`src/rtl/mux_3_1.sv`:
```
// Three-input selector with a registered copy of the output, plus an
// illegal-select flag and a saturating debug counter of illegal-select edges.
module mux_3_1 #(
  parameter int WIDTH = 1,
  parameter int CNT_W = 8
) (
  input  logic             clk,
  input  logic             rst,
  input  logic [WIDTH-1:0] a,
  input  logic [WIDTH-1:0] b,
  input  logic [WIDTH-1:0] c,
  input  logic [1:0]       sel,
  output logic [WIDTH-1:0] out,
  output logic [WIDTH-1:0] out_q,
  output logic             sel_err,
  output logic [CNT_W-1:0] err_cnt
);

  logic [WIDTH-1:0] w_out;
  logic             w_selErr;
  logic [WIDTH-1:0] r_outQ;
  logic [CNT_W-1:0] r_errCnt;

  // Illegal or unknown select codes fall into the default arm and drive zeros.
  always_comb begin
    w_out = '0;
    case (sel)
      2'b00:   w_out = a;
      2'b01:   w_out = b;
      2'b10:   w_out = c;
      default: w_out = '0;
    endcase
  end

  assign w_selErr = (sel == 2'b11);

  always_ff @(posedge clk or posedge rst) begin
    if (rst) begin
      r_outQ <= '0;
    end else begin
      r_outQ <= w_out;
    end
  end

  // Counter stops at all-ones so a long illegal burst never wraps back to a small value.
  always_ff @(posedge clk or posedge rst) begin
    if (rst) begin
      r_errCnt <= '0;
    end else if (w_selErr && (r_errCnt != {CNT_W{1'b1}})) begin
      r_errCnt <= r_errCnt + 1'b1;
    end
  end

  assign out     = w_out;
  assign sel_err = w_selErr;
  assign out_q   = r_outQ;
  assign err_cnt = r_errCnt;

endmodule

```
`config.mk`:
```
export PLATFORM = sky130hd
export DESIGN_NAME = mux_3_1
export DESIGN_NICKNAME = d
export VERILOG_FILES = /design/src/rtl/mux_3_1.sv
export SDC_FILE = /design/constraint.sdc
export NUM_CORES = 1
export LEC_CHECK = 0
export ABC_AREA = 1
export CAP_MARGIN = 20
export CORE_AREA = 2 2 39 41
export CTS_CLUSTER_DIAMETER = 50
export DETAILED_ROUTE_END_ITERATION = 12
export DIE_AREA = 0 0 41 43
export PLACE_DENSITY = 0.74
export SLEW_MARGIN = 30
export SYNTH_ARGS = -nofsm -noshare
export SYNTH_HDL_FRONTEND = slang
export SYNTH_SLANG_ARGS = --single-unit
```
`constraint.sdc`:
```
create_clock -name clk -period 2.4 [get_ports clk]
set_input_delay 0.36 -clock clk [delete_from_list [all_inputs] [get_ports clk]]
set_output_delay 0.36 -clock clk [all_outputs]
set_load 0.02 [all_outputs]
```
# == Word-level counts from Yosys, hierarchy flattened ==
# Cells that the tools add are included.
# word_totals
ff_bits,9
wordCells,10
out_inout_bits,11
input_bits,7
# op_classes
reduce_logical,2
n_eq_ne,4
n_mux,1
add_sub_neg,1
# ops
operator,count
$add 8x1->8 const B,1
$ne 8x8->1 const B,1
$eq 2x2->1 const B,2
$pmux 1 s3,1
$eq 2x1->1 const B,1
$logic_not 2->1,1
$logic_and 1x1->1,1

# == Depth between registers and ports, before layout ==
# Gate-level depths: netlist (run 1).
# depth
depth_word,2
depth_mapped,7
depth_no_buf,7

# == Worst setup path before layout (run 1) ==
# OpenSTA, ideal clock, no wires.
# synth_path
path_kind,register to register
startpoint,"reg r_errCnt[0], in the netlist err_cnt[0]"
endpoint,"reg r_errCnt[3], in the netlist err_cnt[3]"
slack_ns,1.065
n_path_buf,0
arrival_time_ns,1.216
setup_time_ns,0.118
stages_incl_launch_ff,7
required_ns,2.282
cell_sequence,dfrtp_1 > ha_1 > nand3_1 > inv_2 > nand2_4 > a21oi_1 > nor2_1
# synth_between
elab_chain_cells,2
elab_cells_between_ends,3
cone_classes,add/sub: 1; eq/ne: 1; reduce/logical: 1
# synth_lines
element,line,text
"start, declared",22,logic [CNT_W-1:0] r_errCnt;
"start signal, assigned",50,r_errCnt <= r_errCnt + 1'b1;
"parallel branches: the longest is 2 deep, another holds $add 8x1->8",--,
# Parallel ways; which one is timed is not known.
# A chain may end at the register's enable or synchronous reset.

# == Final worst setup path (run 1) ==
# layout_path
startpoint,in sel[0]
endpoint,out out
# layout_between
elab_chain_cells,2
elab_cells_between_ends,4
cone_classes,eq/ne: 2; mux: 1; reduce/logical: 1
# layout_lines
element,line,text
"start, declared",12,"input logic [1:0] sel,"
$eq 2x2->1 (tied with other cells),27,case (sel)
$pmux 1 s3 (*),27,
"end, declared",13,"output logic [WIDTH-1:0] out,"
# Every way passes the cells marked *; elsewhere a longest branch is shown, timed or not.

==> results of run 1 <==
==> kinds of logic after synthesis <==
kind of cell	count (synthesis)
and+or+nand+nor	40
buffers and inverters	13
DFF	9
AOI/OAI and AO/OA	5
xor gates and xnor gates	1
adders and majority gates	1
==> cell type report <==
| cell class | instances | area, um2 | area share, % |
|---|---|---|---|
| inverter | 12 | 58.81 | 7.667 |
| multi-input combinational | 47 | 266.5 | 34.75 |
| timing repair buffer | 17 | 170.2 | 22.19 |
| tap | 16 | 20.02 | 2.610 |
| sequential | 9 | 225.2 | 29.36 |
| clock buffer | 4 | 26.28 | 3.426 |
==> cell usage after synthesis, types with 2 or more instances <==
| cell | instances | area [um2] |
|---|---|---|
| nand2_4 | 2 | 22.52 |
| nand2_1 | 18 | 67.56 |
| nand4_1 | 3 | 18.77 |
| dfrtp_1 | 9 | 225.2 |
| nor2_1 | 2 | 7.510 |
| inv_2 | 2 | 7.510 |
| inv_1 | 9 | 33.78 |
| nand3_1 | 9 | 45.04 |
| nand2_2 | 3 | 18.77 |
| nor2_4 | 2 | 22.52 |
==> per-layer routing <==
metal / vias to the layer above / wire length [um] / GRT usage (%)
met5: - / 0 / 0
met4: 0 / 20 / 6.000
met3: 2 / 78 / 8.901
met2: 16 / 501 / 21.25
met1: 219 / 422 / 17.22
li1: 257 / - / -
==> per-stage QoR <==
step           setup slack, ns  area, um2  std cells
6_report                0.2585      767.0        105
5_1_grt                 0.1399      767.0        105
4_1_cts                 0.2409      767.0        105
3_5_place_dp            0.2503      740.7        101
3_3_place_gp            0.2812      740.7        101
2_1_floorplan            1.065      558.0         69
==> cell usage in the layout, fill, tap and decap left out, types with 2 or more instances in the layout <==
cell type,count
clkbuf_4,3
clkdlybuf4s50_1,17
nand4_1,3
dfrtp_1,9
nand2_2,3
nand2_4,2
nand2_1,18
nor2_1,2
inv_1,9
nor2_4,2
inv_2,2
nand3_1,9
==> flip-flops by register name, indices dropped and copies added (netlist names) <==
register  count
err_cnt       8
out_q         1
==> worst min-delay path by stage <==
stage / start / to / cells past startpoint
2_1_floorplan: rst / err_cnt[0] / 1
3_3_place_gp: err_cnt[1] / err_cnt[1] / 2
3_5_place_dp: err_cnt[1] / err_cnt[1] / 2
4_1_cts: rst / err_cnt[5] / 2
5_1_grt: rst / err_cnt[5] / 2
6_report: rst / err_cnt[5] / 2
==> worst reg2reg max path: stages, from the launching register on <==
cell and delay (ns):
dfrtp_1 0.41, ha_1 0.28, nand3_1 0.16, inv_2 0.06, nand2_4 0.11, nand2_4 0.08
nand2_1 0.07, o21ai_2 0.05
==> report_power, final <==
group	internal (mW)	total (mW)	switching (mW)
clock network	0.0640	0.115	0.0515
logic	0.135	0.250	0.115
registers	0.185	0.236	0.0510
total	0.384	0.602	0.218
==> qor_table.md, run 1 <==
| Stage | Parameter | Value |
| --- | --- | --- |
| yosys | Yosys Warn Count | 0 |
| global routing | Overflow after GRT | 0 |
| yosys | Register bit count reported by yosys | 9 |
| sta | Final hold vios | 0 |
| sta | Fmax | 467.0 MHz |
| clocking | Number of clock sinks seen by CTS | 9 |
| routing | Avg WL per Cell | 9.733 um |
| min path | Tightest Hold Check Type | in -> async |
| worst setup path | Startpoint of the worst setup timing path | sel[0] |
| sta | Hold Slack | 0.3570 ns |
| worst setup path | Endpoint type of the worst setup path | output pin |
| yosys | Commonest register cell after synthesis | dfrtp_1 |
| sta | Min Clock Period, post-route | 2.142 ns |
| power and ir drop | Overall Power | 0.6015 mW |
| floorplan | Floorplan die area | 1763 um2 |
| sta | Worst-margin pin slew | 0.3441 ns |
| worst setup path | Standard cell with the maximum stage delay on the critical path | clkdlybuf4s50_1 |
| worst setup path | Most frequent cell on the critical path | clkdlybuf4s50_1 |
| yosys | Post-synthesis share of cell area spent on and, or, nand and nor gates | 37.67% |
| yosys | Main combinational cell family by area after synthesis | simple AND/OR/NAND/NOR gates |
| power and ir drop | Leakage power | 0.3795 nW |
| sta | Relative max-transition margin | 77.03% |
| outcome | Result of the run | completed |
| sta | Setup TNS | 0 ns |
| yosys | XOR/XNOR Fraction of Synth Area | 1.570% |
| clocking | Clock transition at path regs | 0.06 ns |
| sta | Ratio of final minimum period to clock period | 89.23% |
| clocking | Root buffer cell | clkbuf_4 |
| global routing | Largest net degree at the start of global routing | 10 |
| yosys | Count of flip-flops with a built-in enable after synthesis | 0 |
| clocking | CTS resizes | 0 |
| floorplan | Effective utilization at floorplan | 40.33% |
| clocking | Clock insertion delay at the later pin of the skew report | 0.26 ns |
| global routing | Vias in the first global route | 436 |
| yosys | Synthesized area divided by synthesized cell count | 8.087 um2 |
| clocking | Post-CTS setup repair buffer count | 0 |
| yosys | Combined area of all synthesized cells | 558.0 um2 |
| floorplan | Die height | 43 um |
| placed design | Global placer's final weighted congestion | 0.7340 |
| global routing | Global Route Usage Sum | 14.79% |
| sta | Worst clock skew | 0.005164 ns |
| worst setup path | Critical Path Stages | 5 |
| final layout | Utilization after layout | 55.43% |
| worst setup path | Required time of the worst setup path | 2.04 ns |
| yosys | Multiplexer area fraction after synthesis | 0% |
| worst setup path | Buffers and inverters on the worst path | 2 |
| clocking | CTS H-tree lvls | 1 |
| worst setup path | R2R setup slack | 1.07 ns |
| clocking | CTS tree | built |
| routing | Post-Route WL | 1022 um |
| worst setup path | Launch instance of the worst register-to-register path | err_cnt[0] |
| final layout | Number of antenna diodes | 0 |
| power and ir drop | Ratio of total power to cell area | 784.3 nW/um2 |
| worst setup path | Destination of the worst register-to-register timing path | err_cnt[2] |
| global routing | First-pass GRT wire length | 1731 um |
| yosys | Count of mapped cells out of synthesis | 69 |
| run | Number of violations of the max-capacitance limit | 0 |
| worst setup path | Depth of the most critical reg-to-reg path | 7 |
| yosys | Number of distinct library cells after synthesis | 20 |
| sta | RSZ-0062 raised after global routing | no |
| global routing | Antenna violations before repair | 0 |
| floorplan | Placement Rows | 14 |
| routing | Detailed router's first-iteration violation count | 9 |
| power and ir drop | Peak VDD IR | 352.9 uV |
| yosys | Area fraction in compound gates after synthesis | 6.278% |
| sta | Final slew viol count | 0 |
| clocking | Maximum buffer depth of the clock tree | 2 |
| worst setup path | Setup CP Type | in -> out |
| routing | Vias per cell | 4.705 |
| yosys | Synth Area in Adders | 2.242% |
| floorplan | Placeable core area | 1384 um2 |
| worst setup path | Max incr delay on CP | 0.62 ns |
| yosys | Synthesized netlist net count | 77 |
| worst setup path | Arrival time at the worst endpoint | 1.78 ns |
| routing | Total via count in the routed design | 494 |
| yosys | Proportion of synthesized flip-flops having asynchronous set or reset | 100.0% |
| clocking | Number of buffers inserted during clock tree synthesis | 3 |
| worst setup path | Cell breakdown of the critical path | clkdlybuf4s50_1 -> a22o_1 -> nand2_1 -> o21ai_1 -> clkdlybuf4s50_1 |
| yosys | Part of the Yosys area used for sequential elements | 40.36% |
| floorplan | Io pins | 18 |
| routing | Post-route ant nets | 0 |
| routing | DRC | 0 |
| floorplan | Die width | 41 um |
| worst setup path | CP Capture Point | out |
| worst setup path | Kind of cell with the highest combined delay on the critical path | buffers and inverters |
| placed design | Port bufs | 17 |
| final layout | Relative area change from synthesis to final layout | 37.44% |
| routing | Pre-antenna DRT Iters | 4 |
| placed design | Half-perimeter wire length after placement | 808.9 um |
| worst setup path | Startpoint kind of the worst setup timing path | primary input |
| final layout | Count of filler cells inserted in the layout | 144 |
| final layout | Nets | 98 |
| worst setup path | Peak fanout along the critical path | 3 |
| final layout | Share of cells above drive strength 1 | 15.73% |
| sta | Setup-violating endpoint count in the final report | 0 |
| clocking | Count of hold-fix buffers inserted at cts | 0 |
(Power assumes the default switching activity.)
==> inputs of run 2 (changes only) <==
--- a/config.mk
+++ b/config.mk
@@ -6,12 +6,14 @@
 export NUM_CORES = 1
 export LEC_CHECK = 0
 export ABC_AREA = 1
-export CAP_MARGIN = 20
-export CORE_AREA = 2 2 39 41
+export CAP_MARGIN = 5
+export CELL_PAD_IN_SITES_DETAIL_PLACEMENT = 1
+export CELL_PAD_IN_SITES_GLOBAL_PLACEMENT = 2
+export CORE_MARGIN = 2
+export CORE_UTILIZATION = 26
 export CTS_CLUSTER_DIAMETER = 50
 export DETAILED_ROUTE_END_ITERATION = 12
-export DIE_AREA = 0 0 41 43
-export PLACE_DENSITY = 0.74
+export PLACE_DENSITY_LB_ADDON = 0.1
 export SLEW_MARGIN = 30
 export SYNTH_ARGS = -nofsm -noshare
 export SYNTH_HDL_FRONTEND = slang
==> qor_table.md, run 2 (synthesized netlist as in run 1, its figures left out) <==
| Stage | Parameter | Value | Delta |
| --- | --- | --- | --- |
| final layout | Number of antenna diodes | 0 | unchanged |
| worst setup path | Startpoint of the worst setup timing path | sel[0] |  |
| min path | Tightest Hold Check Type | in -> async |  |
| sta | Min Clock Period, post-route | 2.152 ns | +0.01086 ns |
| floorplan | Io pins | 18 | unchanged |
| clocking | Root buffer cell | clkbuf_4 |  |
| power and ir drop | Switching power share of the total | 37.80% | +1.6 points |
| clocking | CTS H-tree lvls | 1 | unchanged |
| final layout | Share of cells above drive strength 1 | 15.73% | unchanged |
| placed design | Port bufs | 17 | unchanged |
| power and ir drop | Ratio of total power to cell area | 788.9 nW/um2 | +0.59% |
| sta | Relative max-transition margin | 74.89% | -2.1 points |
| sta | Fmax | 464.6 MHz | -0.50% |
| global routing | Antenna violations before repair | 0 | unchanged |
| routing | Total via count in the routed design | 504 | +2.0% |
| worst setup path | Endpoint type of the worst setup path | output pin |  |
| global routing | Most used routing layer in global routing | met2 |  |
| sta | Ratio of final minimum period to clock period | 89.68% | +0.45 points |
| clocking | Count of hold-fix buffers inserted at cts | 0 | unchanged |
| floorplan | Placeable core area | 2002 um2 | +45% |
| power and ir drop | Overall Power | 0.6160 mW | +2.4% |
| sta | Worst clock skew | 0.001323 ns | -0.003841 ns |
| global routing | Met3 global-route usage | 2.679% | -6.2 points |
| power and ir drop | Portion of total power attributed to combinational logic | 40.8% | -0.7 points |
| worst setup path | Most frequent cell on the critical path | clkdlybuf4s50_1 |  |
| power and ir drop | Fraction of power consumed by sequential logic | 39.1% | -0.2 points |
| routing | Post-route ant nets | 0 | unchanged |
| clocking | Number of clock sinks seen by CTS | 9 | unchanged |
| clocking | Post-CTS setup repair buffer count | 0 | unchanged |
| floorplan | Placement Rows | 16 | +2 |
| worst setup path | Standard cell with the maximum stage delay on the critical path | clkdlybuf4s50_1 |  |
| final layout | Number of flip-flops under the largest register name | 8 | unchanged |
| power and ir drop | Internal power consumption | 0.3831 mW | -0.20% |
| worst setup path | Arrival time at the worst endpoint | 1.79 ns | about the same |
| placed design | Global placer's final weighted congestion | 0.6854 | -6.6% |
| worst setup path | R2R setup slack | 1.02 ns | -0.05 ns |
| clocking | CTS tree | built |  |
| floorplan | Floorplan die area | 2533 um2 | +44% |
| sta | Setup-violating endpoint count in the final report | 0 | unchanged |
| routing | Vias per cell | 4.345 | -7.7% |
| global routing | Met2 usage in global routing | 19.96% | -1.3 points |
| clocking | Number of buffers inserted during clock tree synthesis | 3 | unchanged |
| sta | Hold Slack | 0.3672 ns | +0.01019 ns |
| global routing | First-pass GRT wire length | 2352 um | +36% |
| sta | Setup TNS | 0 ns | unchanged |
| final layout | Most frequent cells in the layout | 18 x nand2_1, 17 x clkdlybuf4s50_1, 9 x nand3_1, 9 x inv_1, 9 x dfrtp_1 |  |
| routing | DRC | 0 | unchanged |
| global routing | Met1 Use GR | 15.71% | -1.5 points |
| floorplan | Die height | 50.33 um | +17% |
| routing | Avg WL per Cell | 11.21 um | +15% |
| sta | Final slew viol count | 0 | unchanged |
| floorplan | Effective utilization at floorplan | 27.87% | -12 points |
| outcome | Result of the run | completed |  |
| floorplan | Die width | 50.33 um | +23% |
| sta | Worst-margin pin slew | 0.3762 ns | +0.03205 ns |
| clocking | Clock insertion delay at the later pin of the skew report | 0.26 ns | about the same |
| run | Number of violations of the max-capacitance limit | 0 | unchanged |
| final layout | Relative area change from synthesis to final layout | 39.91% |  |
| routing | Pre-antenna DRT Iters | 2 | -2 |
| sta | Final hold vios | 0 | unchanged |
| worst setup path | Setup CP Type | in -> out |  |
| power and ir drop | Switching Power | 0.2328 mW | +7.0% |
| final layout | Nets | 98 | unchanged |
| worst setup path | Cell breakdown of the critical path | clkdlybuf4s50_1 -> a22o_1 -> nand2_1 -> o21ai_1 -> clkdlybuf4s50_1 |  |
| sta | RSZ-0062 raised after global routing | no |  |
| final layout | Leading cell type in the layout, fill and taps excluded | nand2_1 |  |
| worst setup path | Peak fanout along the critical path | 3 | unchanged |
| placed design | Half-perimeter wire length after placement | 1011 um | +25% |
| routing | Detailed router's first-iteration violation count | 2 | -7 |
| clocking | Clock transition at path regs | 0.07 ns | about the same |
| worst setup path | Startpoint kind of the worst setup timing path | primary input |  |
| worst setup path | Max incr delay on CP | 0.63 ns | about the same |
| worst setup path | Required time of the worst setup path | 2.04 ns | about the same |
| worst setup path | Launch instance of the worst register-to-register path | err_cnt[0] |  |
| power and ir drop | Clock network fraction of total power | 20.0% | +0.8 points |
| global routing | Vias in the first global route | 540 | +24% |
| clocking | Maximum buffer depth of the clock tree | 2 | unchanged |
| global routing | Largest net degree at the start of global routing | 10 | unchanged |
| global routing | Overflow after GRT | 0 | unchanged |
| clocking | CTS resizes | 0 | unchanged |
| global routing | Global Route Usage Sum | 12.52% | -2.3 points |
| power and ir drop | Leakage power | 0.3795 nW | unchanged |
| routing | Post-Route WL | 1300 um | +27% |
| power and ir drop | Peak VDD IR | 386.4 uV | +9.5% |
run 2: cell counts in the layout (fill, tap and decap cells not counted):
No cell type changed its count.
run 2: critical path, delay by kind of cell:
family / cells / cell delay (ns)
AOI/OAI and AO/OA: 2 / 0.24
buffers and inverters: 2 / 1.15
and+or+nand+nor: 1 / 0.05
run 2: cell type report:
class	count	area, um2
clock buffers	4	26.28
well taps	27	33.78
flip-flops and latches	9	225.2
fillers	245	1221
multi-input cells	47	266.5
inverters	12	58.81
repair buffers	17	170.2
run 2: final timing paths:
kind,end,cells after the start
max reg2reg,err_cnt[2],7
max in group asynchronous,err_cnt[5],2
max,out,5
min in group clk,err_cnt[5],2
min reg2reg,err_cnt[5],2
min,err_cnt[1],2
run 2: metrics by stage:
step	std cells	setup WS, ns	util (%)	area (um2)
2_1_floorplan	69	1.065	-	558.0
3_3_place_gp	112	0.2629	37.69	754.5
3_5_place_dp	112	0.2336	37.69	754.5
4_1_cts	116	0.2284	39.00	780.7
5_1_grt	116	0.1437	39.00	780.7
6_report	116	0.2476	39.00	780.7
run 2: layer usage:
metal	vias up	wire, um
li1	258	-
met3	2	54
met1	232	599
met5	-	0
met2	12	632
met4	0	14
run 2: power by group through the flow:
stage	registers [mW]	clock network, mW	logic [mW]
4_1_cts	0.241	0.130	0.255
2_1_floorplan	0.262	0	0.138
6_report	0.241	0.123	0.252
3_5_place_dp	0.243	0	0.255
3_3_place_gp	0.241	0	0.252
5_1_grt	0.248	0.136	0.278
==> inputs of run 3 (changes only) <==
--- a/config.mk
+++ b/config.mk
@@ -13,7 +13,8 @@
 export CORE_UTILIZATION = 26
 export CTS_CLUSTER_DIAMETER = 50
 export DETAILED_ROUTE_END_ITERATION = 12
-export PLACE_DENSITY_LB_ADDON = 0.1
+export GPL_TIMING_DRIVEN = 1
+export PLACE_DENSITY = 0.79
 export SLEW_MARGIN = 30
 export SYNTH_ARGS = -nofsm -noshare
 export SYNTH_HDL_FRONTEND = slang
==> qor_table.md, run 3 (synthesized netlist as in run 1, its figures left out) <==
| Stage | Parameter | Value | Delta |
| --- | --- | --- | --- |
| outcome | Result of the run | completed |  |
| clocking | CTS tree | built |  |
| worst setup path | Cell breakdown of the critical path | clkdlybuf4s50_1 -> a22o_1 -> nand2_1 -> o21ai_1 -> clkdlybuf4s50_1 |  |
| sta | Final hold vios | 0 | unchanged |
| clocking | CTS resizes | 0 | unchanged |
| sta | Worst-margin pin slew | 0.3665 ns | -0.009636 ns |
| routing | Avg WL per Cell | 10.46 um | -6.7% |
| routing | Highest routed layer | met4 |  |
| floorplan | Die width | 50.33 um | unchanged |
| routing | Detailed router's first-iteration violation count | 2 | unchanged |
| sta | Final slew viol count | 0 | unchanged |
| worst setup path | Arrival time at the worst endpoint | 1.78 ns | about the same |
| clocking | Count of hold-fix buffers inserted at cts | 0 | unchanged |
| worst setup path | Endpoint type of the worst setup path | output pin |  |
| routing | Pre-antenna DRT Iters | 3 | +1 |
| routing | Post-route ant nets | 0 | unchanged |
| worst setup path | Peak fanout along the critical path | 3 | unchanged |
| final layout | Number of antenna diodes | 0 | unchanged |
| power and ir drop | Ratio of total power to cell area | 777.7 nW/um2 | -1.4% |
| final layout | Most frequent cells in the layout | 18 x nand2_1, 17 x clkdlybuf4s50_1, 9 x nand3_1, 9 x inv_1, 9 x dfrtp_1 |  |
| sta | Ratio of final minimum period to clock period | 89.07% | -0.61 points |
| worst setup path | Setup CP Type | in -> out |  |
| power and ir drop | Switching power share of the total | 36.82% | -0.98 points |
| worst setup path | Critical Path Stages | 5 | unchanged |
| placed design | Port bufs | 17 | unchanged |
| routing | Post-Route WL | 1213 um | -6.7% |
| worst setup path | Launch instance of the worst register-to-register path | err_cnt[0] |  |
| floorplan | Placement Rows | 16 | unchanged |
| floorplan | Effective utilization at floorplan | 27.87% | unchanged |
| final layout | Share of cells above drive strength 1 | 15.73% | unchanged |
| worst setup path | Depth of the most critical reg-to-reg path | 7 | unchanged |
| clocking | Clock insertion delay at the later pin of the skew report | 0.26 ns | about the same |
| routing | Vias per cell | 4.405 | +1.4% |
| clocking | Maximum buffer depth of the clock tree | 2 | unchanged |
| sta | RSZ-0062 raised after global routing | no |  |
| sta | Setup TNS | 0 ns | unchanged |
| routing | DRC | 0 | unchanged |
| worst setup path | Buffers and inverters on the worst path | 2 | unchanged |
| clocking | Post-CTS setup repair buffer count | 0 | unchanged |
| worst setup path | Destination of the worst register-to-register timing path | err_cnt[2] |  |
| power and ir drop | Fraction of power consumed by sequential logic | 39.1% | about the same |
| floorplan | Die height | 50.33 um | unchanged |
| clocking | Number of buffers inserted during clock tree synthesis | 3 | unchanged |
| worst setup path | Required time of the worst setup path | 2.04 ns | about the same |
| routing | Met3 Wirelength | 66 um | +22% |
| routing | Total via count in the routed design | 511 | +1.4% |
| placed design | Global placer's final weighted congestion | 0.6787 | -0.98% |
| floorplan | Placeable core area | 2002 um2 | unchanged |
| final layout | Utilization after layout | 39.00% | unchanged |
| worst setup path | Most frequent cell on the critical path | clkdlybuf4s50_1 |  |
| final layout | Nets | 98 | unchanged |
| power and ir drop | Peak VDD IR | 488.1 uV | +26% |
| global routing | Antenna violations before repair | 0 | unchanged |
| clocking | CTS H-tree lvls | 1 | unchanged |
| clocking | Clock transition at path regs | 0.06 ns | about the same |
| global routing | Vias in the first global route | 500 | -7.4% |
| worst setup path | Startpoint kind of the worst setup timing path | primary input |  |
| sta | Hold Slack | 0.3667 ns | -0.0004950 ns |
| power and ir drop | Clock network fraction of total power | 19.6% | -0.4 points |
| global routing | Global Route Usage Sum | 11.83% | -0.69 points |
| global routing | Overflow after GRT | 0 | unchanged |
| run | Number of violations of the max-capacitance limit | 0 | unchanged |
| global routing | Largest net degree at the start of global routing | 10 | unchanged |
| routing | Detailed-routing wirelength on met1 | 512 um | -15% |
| worst setup path | Standard cell with the maximum stage delay on the critical path | clkdlybuf4s50_1 |  |
| worst setup path | Kind of cell with the highest combined delay on the critical path | buffers and inverters |  |
| final layout | Leading cell type in the layout, fill and taps excluded | nand2_1 |  |
| sta | Min Clock Period, post-route | 2.138 ns | -0.01473 ns |
| sta | Fmax | 467.8 MHz | +0.69% |
| worst setup path | Max incr delay on CP | 0.63 ns | about the same |
| worst setup path | R2R setup slack | 1.05 ns | +0.03 ns |
| global routing | First-pass GRT wire length | 2228 um | -5.3% |
| floorplan | Floorplan die area | 2533 um2 | unchanged |
| sta | Worst clock skew | 0.001429 ns | +0.0001053 ns |
| placed design | Half-perimeter wire length after placement | 970.2 um | -4.0% |
| sta | Relative max-transition margin | 75.54% | +0.64 points |
| power and ir drop | Leakage power | 0.3795 nW | unchanged |
| final layout | Count of filler cells inserted in the layout | 261 | +6.5% |
| power and ir drop | Portion of total power attributed to combinational logic | 41.2% | +0.4 points |
| routing | Met2 routed WL | 620 um | -1.9% |
| final layout | Relative area change from synthesis to final layout | 39.91% | unchanged |
| clocking | Root buffer cell | clkbuf_4 |  |
| floorplan | Io pins | 18 | unchanged |
| power and ir drop | Switching Power | 0.2236 mW | -4.0% |
| min path | Tightest Hold Check Type | in -> async |  |
| final layout | Area of the multi-input gates | 266.5 um2 | unchanged |
| final layout | Number of flip-flops under the largest register name | 8 | unchanged |
| power and ir drop | Internal power consumption | 0.3836 mW | +0.13% |
| clocking | Number of clock sinks seen by CTS | 9 | unchanged |
| final layout | Register area | 225.2 um2 | unchanged |
| sta | Setup-violating endpoint count in the final report | 0 | unchanged |
[run 3: through the flow]
| stage | area [um2] | instances | power [mW] | worst slack, ns |
|---|---|---|---|---|
| 4_1_cts | 780.7 | 116 | 0.6235 | 0.2420 |
| 3_3_place_gp | 754.5 | 112 | 0.4899 | 0.2696 |
| 2_1_floorplan | 558.0 | 69 | 0.3995 | 1.065 |
| 6_report | 780.7 | 116 | 0.6072 | 0.2623 |
| 5_1_grt | 780.7 | 116 | 0.6547 | 0.1649 |
| 3_5_place_dp | 754.5 | 112 | 0.4977 | 0.2493 |
[run 3: power groups by stage]
stage	Sequential, mW	Clock [mW]	Combinational, mW
CTS	0.240	0.129	0.255
global placement	0.240	0	0.250
detailed placement	0.244	0	0.254
floorplan	0.262	0	0.138
global route	0.248	0.135	0.272
finish	0.238	0.119	0.250
[run 3: final cells by class]
type / instances / area share (%)
clock buffers: 4 / 3.365
inverters: 12 / 7.532
multi-input cells: 47 / 34.13
flip-flops and latches: 9 / 28.85
well taps: 27 / 4.327
repair buffers: 17 / 21.79
[run 3: worst register-to-register path: stages, from the launching register on]
cell and delay (ns):
dfrtp_1 0.42, ha_1 0.28, nand3_1 0.16, inv_2 0.06
nand2_4 0.12, nand2_4 0.08, nand2_1 0.07, o21ai_2 0.05
[run 3: worst max-delay path by stage]
stage	startpoint	end
floorplan	err_cnt[0]	err_cnt[3]
global placement	sel[0]	out
detailed placement	sel[1]	out
CTS	sel[1]	out
global route	sel[0]	out
finish	sel[0]	out
[run 3: layer usage]
layer  global-route usage [%]  vias up
li1                         -      261
met1                    14.05      235
met2                    18.20       13
met3                    3.571        2
met4                    8.108        0
met5                        0        -
